## src/rtl/ch2_83_encoder_if.sv

```systemverilog
// Bundle for the registered priority encoder: input vector A, index O, flag V.
// ERR exists only when ONEHOT_CHK_EN is defined; master drives A, slave drives O/V/ERR.
interface ch2_83_encoder_if #(
  parameter int IN_W  = 8,
  parameter int OUT_W = 3
);

  logic [IN_W-1:0]  A;
  logic [OUT_W-1:0] O;
  logic             V;
`ifdef ONEHOT_CHK_EN
  logic             ERR;

  modport master (
    output A,
    input  O,
    input  V,
    input  ERR
  );

  modport slave (
    input  A,
    output O,
    output V,
    output ERR
  );
`else
  modport master (
    output A,
    input  O,
    input  V
  );

  modport slave (
    input  A,
    output O,
    output V
  );
`endif

endinterface

```

## src/rtl/ch2_83_encoder.sv

```systemverilog
// Registered IN_W-to-OUT_W priority encoder (highest set bit wins), 1-cycle latency.
// Ports: clk, rst_n (sync, active-low), bus.slave (A in; O, V, ERR out). ERR needs ONEHOT_CHK_EN.
module ch2_83_encoder #(
  parameter int IN_W  = 8,
  parameter int OUT_W = 3
) (
  input  logic            clk,
  input  logic            rst_n,
  ch2_83_encoder_if.slave bus
);

  logic [OUT_W-1:0] idx;
  logic             any;

  // Ascending scan: later (higher) set bits overwrite lower ones.
  always_comb begin
    idx = '0;
    for (int i = 0; i < IN_W; i++) begin
      if (bus.A[i]) idx = OUT_W'(i);
    end
  end

  assign any = |bus.A;

`ifdef ONEHOT_CHK_EN
  logic multi;

  // Clearing the lowest set bit leaves
  // something only if 2+ bits were set.
  assign multi = |(bus.A & (bus.A - IN_W'(1)));
`endif

  always_ff @(posedge clk) begin
    if (!rst_n) begin
      bus.O   <= '0;
      bus.V   <= 1'b0;
`ifdef ONEHOT_CHK_EN
      bus.ERR <= 1'b0;
`endif
    end else begin
      bus.O   <= idx;
      bus.V   <= any;
`ifdef ONEHOT_CHK_EN
      bus.ERR <= multi;
`endif
    end
  end

endmodule

```

## src/flat_wrapper.sv

```systemverilog
// flat-port wrapper written by rule: the top's interface ports become plain ports
module ch2_83_encoder_flat 
#(
  parameter int IN_W  = 8,
  parameter int OUT_W = 3
)
  (clk, rst_n, bus_A, bus_O, bus_V);
  ch2_83_encoder_if #(.IN_W(IN_W), .OUT_W(OUT_W)) bus_i ();
  input  logic clk;
  input  logic rst_n;
  input wire logic [$bits(bus_i.A)-1:0] bus_A;
  output wire logic [$bits(bus_i.O)-1:0] bus_O;
  output wire logic [$bits(bus_i.V)-1:0] bus_V;
  assign bus_i.A = bus_A;
  assign bus_O = bus_i.O;
  assign bus_V = bus_i.V;
  ch2_83_encoder #(.IN_W(IN_W), .OUT_W(OUT_W)) u_core (.clk(clk), .rst_n(rst_n), .bus(bus_i));
endmodule
```

## config.mk

```make
export PLATFORM = sky130hd
export DESIGN_NAME = ch2_83_encoder_flat
export DESIGN_NICKNAME = d
export VERILOG_FILES = /design/src/rtl/ch2_83_encoder_if.sv /design/src/rtl/ch2_83_encoder.sv /design/src/flat_wrapper.sv
export SDC_FILE = /design/constraint.sdc
export NUM_CORES = 1
export LEC_CHECK = 0
export ABC_AREA = 1
export BUFFER_PORTS_ARGS = -buffer_cell sky130_fd_sc_hd__buf_2
export CAP_MARGIN = 0
export CORE_AREA = 2 2 39 41
export DETAILED_ROUTE_END_ITERATION = 8
export DIE_AREA = 0 0 41 43
export GPL_TIMING_DRIVEN = 0
export PLACE_DENSITY = 0.43
export SYNTH_ARGS = -nofsm -noshare
export SYNTH_HDL_FRONTEND = slang
export SYNTH_SLANG_ARGS = --single-unit
```

## constraint.sdc

```tcl
create_clock -name clk -period 0.8 [get_ports clk]
set_input_delay 0.08 -clock clk [delete_from_list [all_inputs] [get_ports clk]]
set_output_delay 0.08 -clock clk [all_outputs]
set_load 0.03 [all_outputs]
```

==> impl_metrics.yaml <==
outcome:
  status: "completed"
cells_and_area:
  drive_gt1_share_pct: 51.3
  n_antenna_cell: 0
  fin_area_um2: 293
  syn2layout_area_growth_pct: 64.8
  fin_nets: 51
sta:
  slew_viol_final: 0
  fin_crit_sh_pct: 97.9
  worst_pin_slew_ns: 0.316
  slew_headroom_pct: 78.7
  hold_violations: 0
  setup_violations: 0
  fmax_mhz: 1280
  grt_setup_unrepaired: "false"
  fin_tns_setup_ns: 0
  fin_crit_ns: 0.784
clock_tree:
  clk_pin_slew_worst_paths_ns: 0.03
  cts-htree-levels: 1
  clockRootBuffer: "clkbuf_4"
  cts.sinks: 4
  numCtsBuffers: 3
  cts_tree: "built"
  cts_buffer_depth: 2
synthesis:
  syn_avg_cell_area_um2: 7.72
  syn_inst: 23
  ys_seq_area_share_pct: 45.1
  synth-seq-cells: 4
  synth_nets: 33
  synth_top_area_share_pct: 45.1
  yosysUniqueCellTypes: 11
  synth_area_leader_cell: "dfxtp_1"
  synthTopCellsByArea: "dfxtp_1 (45%), inv_1 (13%), nand2_1 (11%)"
  syn-cell-area_um2: 178
  yosysWarnings: 0
place:
  io_buffers: 13
  place.gp.congestion: 0.586
  dpl_cell_area_um2: 263
setup_path:
  crit_family: "flip-flops"
  worstPathMaxFanout: 1
  start_kind: "flop"
  path_depth: 1
  crit_arrival_ns: 0.70
  cp_cell_sequence: "buf_2"
  critPathKind: "reg -> out"
  critPathSlowestCell: "dfxtp_1"
  cp.required_ns: 0.72
  max_stage_delay_ns: 0.29
  path_buf_inv: 1
  cp-end-kind: "primary output"
floorplan:
  start_util_pct: 12.8
  ios: 14
  rows: 14
  die_x_um: 41
  core_um2: 1380
  die_y_um: 43
  die_area_um2: 1760
routing:
  post_drt_wl_per_cell_um: 6.56
  vias_per_cell: 3.36
  drtIter0Drc: 0
  vias: 185
  routed_wl_um: 361
  ant_nets: 0
  drt_first_pass_iters: 1
  drc: 0
pwr:
  power.density_nw_per_um2: 1930
  ir_drop_mv: 0.305
  power.leakage_nw: 0.163
global_route:
  antenna_found_initial: 0
  grt_pass1_wl_um: 496
  grt_usage_pct: 4.81
  grt_pass1_vias: 160
  grt_max_degree: 5
  gr-total-overflow: 0
hold_path:
  min_path_type: "in -> reg"
  hold_depth: 3
flow_run:
  cap_violations: 0
-- layout make-up --
cell class              instances  area [um2]
fillers                       160        1090
flip-flops and latches          4        80.1
repair buffers                 13        72.6
multi-input cells              12        71.3
inverters                       7        26.3
clock buffers                   3        22.5
well taps                      16        20.0
-- metal layers --
layer  GRT usage (%)  wire, um  vias to the layer above
li1                -         -                      103
met1            4.49       139                       71
met2            5.94       164                       11
met3            1.57        57                        0
met4            8.00         0                        0
met5               0         0                        -
-- cells in the mapped netlist (all sizes together) --
| master | n |
|---|---|
| inv | 7 |
| nand2 | 5 |
| dfxtp | 4 |
| a31oi | 2 |
| a21oi | 1 |
| nor2 | 1 |
| nor4 | 1 |
| o21ai | 1 |
| o21bai | 1 |
-- flip-flops by register name, indices dropped and copies added (netlist names) --
signal	cells
u_core.bus.V	1
u_core.bus.O	3
-- cells in the final DEF (no fill, tap or decap) --
cell,instances
buf_2,10
inv_1,6
nand2_1,5
clkbuf_4,4
dfxtp_1,4
buf_4,2
inv_2,1
a21oi_2,1
nor2_2,1
a31oi_2,1
o21ai_0,1
a31oi_1,1
nor4_1,1
o21bai_1,1
-- path summary, 6_finish.rpt --
kind	start	endpoint
worst max-delay path	u_core.bus.O[2]$_SDFF_PN0_	bus_O[2]
worst min-delay path	bus_A[0]	u_core.bus.V$_SDFF_PN0_
-- power by group --
part | internal (W) | switching (W) | total (W)
clock network | 0.000167 | 0.0000709 | 0.000238
logic | 0.0000450 | 0.0000637 | 0.000109
registers | 0.000214 | 0.00000275 | 0.000217
-- kinds of logic (layout without fill, tap and decap cells) --
kind of cell	Yosys count	count (layout)	share of synthesized area [%]
compound gates	5	5	22.5
buf+inv	7	23	14.8
flops	4	4	45.1
simple gates	7	7	17.6
-- stage by stage --
| stage | hold WS, ns | total power, W | utilization, % | std cells | setup WS, ns |
|---|---|---|---|---|---|
| floorplan | 0.229 | 0.000282 | - | 23 | 0.261 |
| finish | 0.107 | 0.000564 | 21.2 | 55 | 0.0165 |
| detailed placement | 0.339 | 0.000325 | 19.0 | 52 | 0.0739 |
| global route | 0.132 | 0.000594 | 21.2 | 55 | 0.00152 |
| CTS | 0.0951 | 0.000579 | 20.6 | 55 | 0.00166 |
| global placement | 0.337 | 0.000324 | 19.0 | 52 | 0.0763 |
-- timing repair --
item / 4_1_cts / 5_1_grt
buffers inserted: 0 / 0
gates resized for setup: 0 / 5
endpoints found under the setup margin: 0 / 3
hold buffers: 0 / 0
Note: power is estimated with default switching activity, not from simulation.
